## config.mk

```make
export PLATFORM = sky130hd
export DESIGN_NAME = debug_pipeline_sequencer
export DESIGN_NICKNAME = d
export VERILOG_FILES = /design/src/rtl/debug_pipeline_sequencer.sv
export SDC_FILE = /design/constraint.sdc
export NUM_CORES = 1
export LEC_CHECK = 0
export CORE_MARGIN = 1
export CORE_UTILIZATION = 30
export CTS_CLUSTER_DIAMETER = 100
export DETAILED_ROUTE_END_ITERATION = 6
export SLEW_MARGIN = 30
export SYNTH_ARGS = -nofsm -noshare
export SYNTH_HDL_FRONTEND = slang
export SYNTH_SLANG_ARGS = --single-unit
```

## constraint.sdc

```tcl
create_clock -name i_clock -period 3.1 [get_ports i_clock]
set_input_delay 0.93 -clock i_clock [delete_from_list [all_inputs] [get_ports i_clock]]
set_output_delay 0.93 -clock i_clock [all_outputs]
set_load 0.02 [all_outputs]
```

## src/rtl/debug_pipeline_sequencer.sv

```systemverilog
// Debug-unit sequencer: runs or single-steps the pipeline from UART commands and
// streams a PC / register file / cycle-count frame to the UART transmitter.
module debug_pipeline_sequencer #(
    parameter int CANT_REGISTROS      = 32,
    parameter int CANT_BITS_REGISTROS = 32,
    parameter int CANT_BITS_ADDR      = 11,
    parameter int CANT_BITS_CMD       = 8
) (
    input  logic                              i_clock,
    input  logic                              i_soft_reset,
    input  logic                              i_cmd_valid,
    input  logic [CANT_BITS_CMD-1:0]          i_cmd,
    input  logic                              i_halt_detected,
    input  logic [CANT_BITS_ADDR-1:0]         i_pc,
    output logic                              o_enable_pipeline,
    output logic [$clog2(CANT_REGISTROS)-1:0] o_reg_read_addr,
    input  logic [CANT_BITS_REGISTROS-1:0]    i_reg_data,
    output logic [7:0]                        o_tx_data,
    output logic                              o_tx_start,
    input  logic                              i_tx_done,
    output logic                              o_busy,
    output logic                              o_halted
);

    localparam int ADDR_W    = $clog2(CANT_REGISTROS);
    localparam int ITEM_W    = $clog2(CANT_REGISTROS + 2);
    localparam int SHIFT_W   = (CANT_BITS_REGISTROS > 32) ? CANT_BITS_REGISTROS : 32;
    localparam int BYTE_W    = $clog2(SHIFT_W / 8 + 1);
    localparam int PC_SHIFT  = SHIFT_W - 16;
    localparam int CNT_SHIFT = SHIFT_W - 32;
    localparam int REG_SHIFT = SHIFT_W - CANT_BITS_REGISTROS;

    localparam logic [ITEM_W-1:0] LAST_ITEM   = ITEM_W'(CANT_REGISTROS + 1);
    localparam logic [BYTE_W-1:0] PC_BYTES    = BYTE_W'(2);
    localparam logic [BYTE_W-1:0] CNT_BYTES   = BYTE_W'(4);
    localparam logic [BYTE_W-1:0] REG_BYTES_W = BYTE_W'(CANT_BITS_REGISTROS / 8);

    localparam logic [CANT_BITS_CMD-1:0] CMD_RUN  = CANT_BITS_CMD'(1);
    localparam logic [CANT_BITS_CMD-1:0] CMD_STEP = CANT_BITS_CMD'(2);
    localparam logic [CANT_BITS_CMD-1:0] CMD_DUMP = CANT_BITS_CMD'(3);
    localparam logic [CANT_BITS_CMD-1:0] CMD_STOP = CANT_BITS_CMD'(4);

    typedef enum logic [2:0] {
        ST_IDLE    = 3'd0,
        ST_RUN     = 3'd1,
        ST_STEP    = 3'd2,
        ST_LOAD    = 3'd3,
        ST_SEND    = 3'd4,
        ST_WAIT_TX = 3'd5
    } state_t;

    state_t              state_r;
    logic                enable_r;
    logic [ADDR_W-1:0]   addr_r;
    logic [7:0]          tx_data_r;
    logic                tx_start_r;
    logic                busy_r;
    logic                halted_r;
    logic [31:0]         cycle_cnt_r;
    logic [ITEM_W-1:0]   item_r;
    logic [BYTE_W-1:0]   bytes_left_r;
    logic [SHIFT_W-1:0]  shift_r;
    logic                load_phase_r;

    logic                cmd_run_s;
    logic                cmd_step_s;
    logic                cmd_dump_s;
    logic                cmd_stop_s;
    logic                is_reg_item_s;
    logic [15:0]         pc16_s;

    // Item 0 is the PC, items 1..CANT_REGISTROS are registers, the last is the counter.
    function automatic logic [BYTE_W-1:0] item_bytes(input logic [ITEM_W-1:0] item);
        if (item == ITEM_W'(0)) begin
            return PC_BYTES;
        end else if (item == LAST_ITEM) begin
            return CNT_BYTES;
        end else begin
            return REG_BYTES_W;
        end
    endfunction

    assign cmd_run_s     = i_cmd_valid && (i_cmd == CMD_RUN);
    assign cmd_step_s    = i_cmd_valid && (i_cmd == CMD_STEP);
    assign cmd_dump_s    = i_cmd_valid && (i_cmd == CMD_DUMP);
    assign cmd_stop_s    = i_cmd_valid && (i_cmd == CMD_STOP);
    assign is_reg_item_s = (item_r != ITEM_W'(0)) && (item_r != LAST_ITEM);
    assign pc16_s        = 16'(i_pc);

    // Control FSM: command decode, pipeline enable and byte-wise frame serialisation
    always_ff @(posedge i_clock) begin
        if (i_soft_reset) begin
            state_r      <= ST_IDLE;
            enable_r     <= 1'b0;
            addr_r       <= '0;
            tx_data_r    <= 8'h00;
            tx_start_r   <= 1'b0;
            busy_r       <= 1'b0;
            item_r       <= '0;
            bytes_left_r <= '0;
            shift_r      <= '0;
            load_phase_r <= 1'b0;
        end else begin
            tx_start_r <= 1'b0;
            case (state_r)
                ST_IDLE: begin
                    if (cmd_run_s && !halted_r) begin
                        state_r  <= ST_RUN;
                        enable_r <= 1'b1;
                        busy_r   <= 1'b1;
                    end else if (cmd_step_s && !halted_r) begin
                        state_r  <= ST_STEP;
                        enable_r <= 1'b1;
                        busy_r   <= 1'b1;
                    end else if (cmd_dump_s) begin
                        state_r      <= ST_LOAD;
                        busy_r       <= 1'b1;
                        item_r       <= '0;
                        load_phase_r <= 1'b0;
                    end else begin
                        state_r <= ST_IDLE;
                    end
                end
                ST_RUN: begin
                    // Halt and STOP both end the run the same way; o_halted tracks halt separately.
                    if (i_halt_detected || cmd_stop_s) begin
                        state_r      <= ST_LOAD;
                        enable_r     <= 1'b0;
                        item_r       <= '0;
                        load_phase_r <= 1'b0;
                    end else begin
                        enable_r <= 1'b1;
                    end
                end
                ST_STEP: begin
                    state_r      <= ST_LOAD;
                    enable_r     <= 1'b0;
                    item_r       <= '0;
                    load_phase_r <= 1'b0;
                end
                ST_LOAD: begin
                    if (!load_phase_r) begin
                        load_phase_r <= 1'b1;
                        if (is_reg_item_s) begin
                            addr_r <= ADDR_W'(item_r - ITEM_W'(1));
                        end else if (item_r == ITEM_W'(0)) begin
                            shift_r <= SHIFT_W'(pc16_s) << PC_SHIFT;
                        end else begin
                            shift_r <= SHIFT_W'(cycle_cnt_r) << CNT_SHIFT;
                        end
                    end else begin
                        load_phase_r <= 1'b0;
                        bytes_left_r <= item_bytes(item_r);
                        state_r      <= ST_SEND;
                        if (is_reg_item_s) begin
                            shift_r <= SHIFT_W'(i_reg_data) << REG_SHIFT;
                        end else begin
                            shift_r <= shift_r;
                        end
                    end
                end
                ST_SEND: begin
                    tx_data_r  <= shift_r[SHIFT_W-1 -: 8];
                    tx_start_r <= 1'b1;
                    state_r    <= ST_WAIT_TX;
                end
                ST_WAIT_TX: begin
                    if (i_tx_done) begin
                        if (bytes_left_r > BYTE_W'(1)) begin
                            shift_r      <= shift_r << 4'd8;
                            bytes_left_r <= bytes_left_r - BYTE_W'(1);
                            state_r      <= ST_SEND;
                        end else if (item_r != LAST_ITEM) begin
                            item_r       <= item_r + ITEM_W'(1);
                            load_phase_r <= 1'b0;
                            state_r      <= ST_LOAD;
                        end else begin
                            item_r       <= '0;
                            bytes_left_r <= '0;
                            busy_r       <= 1'b0;
                            state_r      <= ST_IDLE;
                        end
                    end else begin
                        state_r <= ST_WAIT_TX;
                    end
                end
                default: begin
                    state_r  <= ST_IDLE;
                    enable_r <= 1'b0;
                    busy_r   <= 1'b0;
                end
            endcase
        end
    end

    // Saturating count of enabled pipeline cycles
    always_ff @(posedge i_clock) begin
        if (i_soft_reset) begin
            cycle_cnt_r <= 32'h0000_0000;
        end else if (enable_r && (cycle_cnt_r != 32'hFFFF_FFFF)) begin
            cycle_cnt_r <= cycle_cnt_r + 32'd1;
        end else begin
            cycle_cnt_r <= cycle_cnt_r;
        end
    end

    // Sticky halt flag, only a halt seen while the pipeline is enabled counts
    always_ff @(posedge i_clock) begin
        if (i_soft_reset) begin
            halted_r <= 1'b0;
        end else if (enable_r && i_halt_detected) begin
            halted_r <= 1'b1;
        end else begin
            halted_r <= halted_r;
        end
    end

    assign o_enable_pipeline = enable_r;
    assign o_reg_read_addr   = addr_r;
    assign o_tx_data         = tx_data_r;
    assign o_tx_start        = tx_start_r;
    assign o_busy            = busy_r;
    assign o_halted          = halted_r;

endmodule

```

==> results by group <==
Outcome
  • Outcome: finished clean

Clock network
  • Post-CTS Setup Bufs: 0
  • Post-CTS sizing: 0
  • Clock Sinks: 94
  • Max Root-Sink Buffers: 2
  • Clock root buffer: clkbuf_16
  • CTS tree: yes
  • CTS hold repair buffers: 0
  • Total CTS buffers: 9
  • CTS H-tree depth: 3
  • Register clock-pin slew on the reported worst setup and hold paths: 0.07 ns
  • Skew-Pair Late Insertion Delay: 0.36 ns

Synth
  • Synth Flop Type: dfxtp_1
  • Synth area leader: dfxtp_1
  • #FFs+latches synth: 94
  • Synth Area in Simple Gates: 0.282
  • Post-Synth XOR/XNOR Area: 0.0134
  • Sequential element share of the synthesized area: 0.359
  • Most numerous cell in the Yosys netlist: dfxtp_1
  • Ranking of synthesized cells by area: dfxtp_1 36%, a21oi_1 7.4%, or3_1 5.4%
  • Post-Syn Instances: 653
  • Mean Syn Cell Area: 8.02 sq um
  • Compound-gate portion of the synthesized area: 0.232
  • Mux share of post-synthesis cell area: 0.0430
  • Synth unique cells: 67
  • YS warnings: 0
  • Ys async rst share: 0
  • Mapped cell area: 5240 sq um
  • Post-synthesis adder-cell area fraction: 0.0167
  • Top cell type's share of synthesized area: 0.359
  • Top cells by count, synth: 94 x dfxtp_1, 78 x a21oi_1, 59 x nand2_1, 52 x nor2_1, 45 x or3_1
  • Synthesized net count: 716
  • Post-synth EDFFs: 0
  • Largest family of logic cells by synthesized area: simple AND/OR/NAND/NOR gates

Drt
  • First-pass DRT Iterations: 4
  • Initial drt markers: 285
  • Post-DR vias/cell: 5.31
  • Post-DR wirelength/cell: 16.2 um
  • Routed Antenna Nets: 0
  • Routed via count: 4936
  • DR DRC count: 0
  • Post-Route WL: 15.0 mm

STA
  • Final hold vios: 0
  • Worst Hold Slack: 0.452 ns
  • Total negative slack: 0 ns
  • Setup repair after global routing missed its margin: no
  • Max_slew headroom: 0.385
  • Tcrit/Tclk final: 0.891
  • Max Transition Viols Final: 0
  • Slew @ Worst Pin: 0.923 ns
  • Final number of setup-violating endpoints: 0
  • Maximum clock rate: 0.362 GHz
  • Min cycle time layout: 2.76 ns
  • Clock skew: 0.00708 ns

Floorplan
  • Starting Density: 0.312
  • Core box area: 16800 sq um
  • Die height: 134 um
  • Chip Width: 134 um
  • Cell Rows: 47
  • Die area: 18000 sq um
  • IO Pins: 73

Pwr
  • Max VDD drop: 0.287 mV
  • Pwr dens: 475 nW/um^2
  • Leakage power: 0.00223 uW
  • Total Power: 3060 uW

Min path
  • Hold/Removal Path Class: flop to flop

Setup path
  • Critical path capture point type: flop
  • R2R Path End: shift_r[25]
  • Crit path kind: primary input to flop
  • Reg2reg path depth: 6
  • Critical Path AT: 3.01 ns
  • Origin of the critical flop-to-flop path: item_r[0]
  • Required @ worst endpoint: 3.34 ns
  • CP endpoint: item_r[4]
  • Worst Setup SP: i_cmd[5]
  • Reg-to-reg slack, setup: 0.53 ns
  • Worst setup SP type: primary input
  • Worst-path fanout max: 5

Placement
  • Gpl congestion: 0.764
  • Placed cell areas: 6120 sq um
  • Port bufs: 72
  • Hpwl dp: 10.5 mm

Run
  • Max-Cap Viols: 0

Global route
  • Vias in the first global route: 4449
  • Pin count of the biggest net entering global routing: 36
  • GR Util All Layers: 0.169
  • Overflow after GRT: 0
  • Initial antenna violation count: 0
  • First-pass GRT wire length: 23.7 mm

Final layout
  • # diodes: 0
  • Share of cells above drive strength 1: 0.0859
  • Fin area: 6430 sq um
  • P&R area growth vs syn: 22.8%
  • Final Net Count: 768
  • Filler cells: 1783
==> where the power goes <==
group	switching (uW)	internal, uW
logic	304	270
clock network	495	673
registers	70.1	1240
total	869	2190
==> cell families after synthesis <==
family                   count (synthesis)
buffers and inverters                   58
multiplexers                            22
AO/OA/AOI/OAI                          197
XOR/XNOR                                 8
adder cells (fa/ha/maj)                  7
flip-flops                              94
AND/OR/NAND/NOR                        267
==> cell type report <==
| type | instances | area (sq um) | area share |
|---|---|---|---|
| Multi-Input combinational cell | 501 | 3080 | 0.479 |
| Sequential cell | 94 | 1880 | 0.292 |
| Timing Repair Buffer | 90 | 851 | 0.132 |
| Tap cell | 220 | 275 | 0.0428 |
| Clock buffer | 12 | 256 | 0.0399 |
| Clock inverter | 4 | 53.8 | 0.00836 |
| Inverter | 9 | 33.8 | 0.00525 |
==> state kept, by name, summed over array words and instances (netlist names) <==
name and count:
item_r 6, load_phase_r 1, shift_r 32, state_r 3
o_busy 1, o_tx_data 8, cycle_cnt_r 32, bytes_left_r 3
o_reg_read_addr 5, o_tx_start 1, o_enable_pipeline 1, o_halted 1
==> placed cells by master, fill, tap and decap left out, types with 6 or more instances in the layout <==
cell type,count
nand2_1,59
nor2_1,52
nand3_1,22
a211oi_1,10
nand4_1,15
buf_4,18
xnor2_1,6
and2_1,10
and3_1,6
ha_1,7
nor2b_1,6
a21oi_1,78
a31oi_1,16
a211o_1,6
o21ai_0,43
or3_1,45
inv_1,9
mux2i_1,21
clkbuf_16,9
clkdlybuf4s50_1,71
a22o_1,11
dfxtp_1,94
o31ai_1,11
==> critical path, stage by stage <==
cell	delay (ns)
clkdlybuf4s50_1	0.39
or4b_2	0.74
o31ai_1	0.32
a41oi_1	0.28
o21ai_0	0.24
o31ai_1	0.09
==> per-layer routing <==
| metal | up-vias | global-route usage | wire length (um) |
|---|---|---|---|
| li1 | 2507 | - | - |
| met1 | 2311 | 0.239 | 7630 |
| met2 | 101 | 0.258 | 6510 |
| met3 | 17 | 0.0257 | 653 |
| met4 | 0 | 0.0630 | 233 |
| met5 | - | 0 | 0 |
==> how the worst min path moves through the flow <==
| stage | cells after the start | slack [ns] | startpoint | end |
|---|---|---|---|---|
| after floorplan | 2 | 0.43 | shift_r[10] | shift_r[10] |
| after global placement | 2 | 0.44 | shift_r[8] | shift_r[8] |
| after CTS | 2 | 0.45 | shift_r[8] | shift_r[8] |
| final | 2 | 0.45 | shift_r[8] | shift_r[8] |
| after detailed placement | 2 | 0.44 | shift_r[8] | shift_r[8] |
| after global routing | 2 | 0.46 | shift_r[30] | shift_r[30] |
==> metrics by stage <==
| stage | utilization | instances | worst slack (ns) |
|---|---|---|---|
| 6_report | 0.383 | 930 | 0.337 |
| 5_1_grt | 0.383 | 930 | 0.149 |
| 4_1_cts | 0.382 | 930 | 0.343 |
| 3_5_place_dp | 0.364 | 914 | -0.0363 |
| 3_3_place_gp | 0.364 | 914 | -0.0157 |
| 2_1_floorplan | - | 653 | 0.554 |
Note: power is estimated with default switching activity, not from simulation.
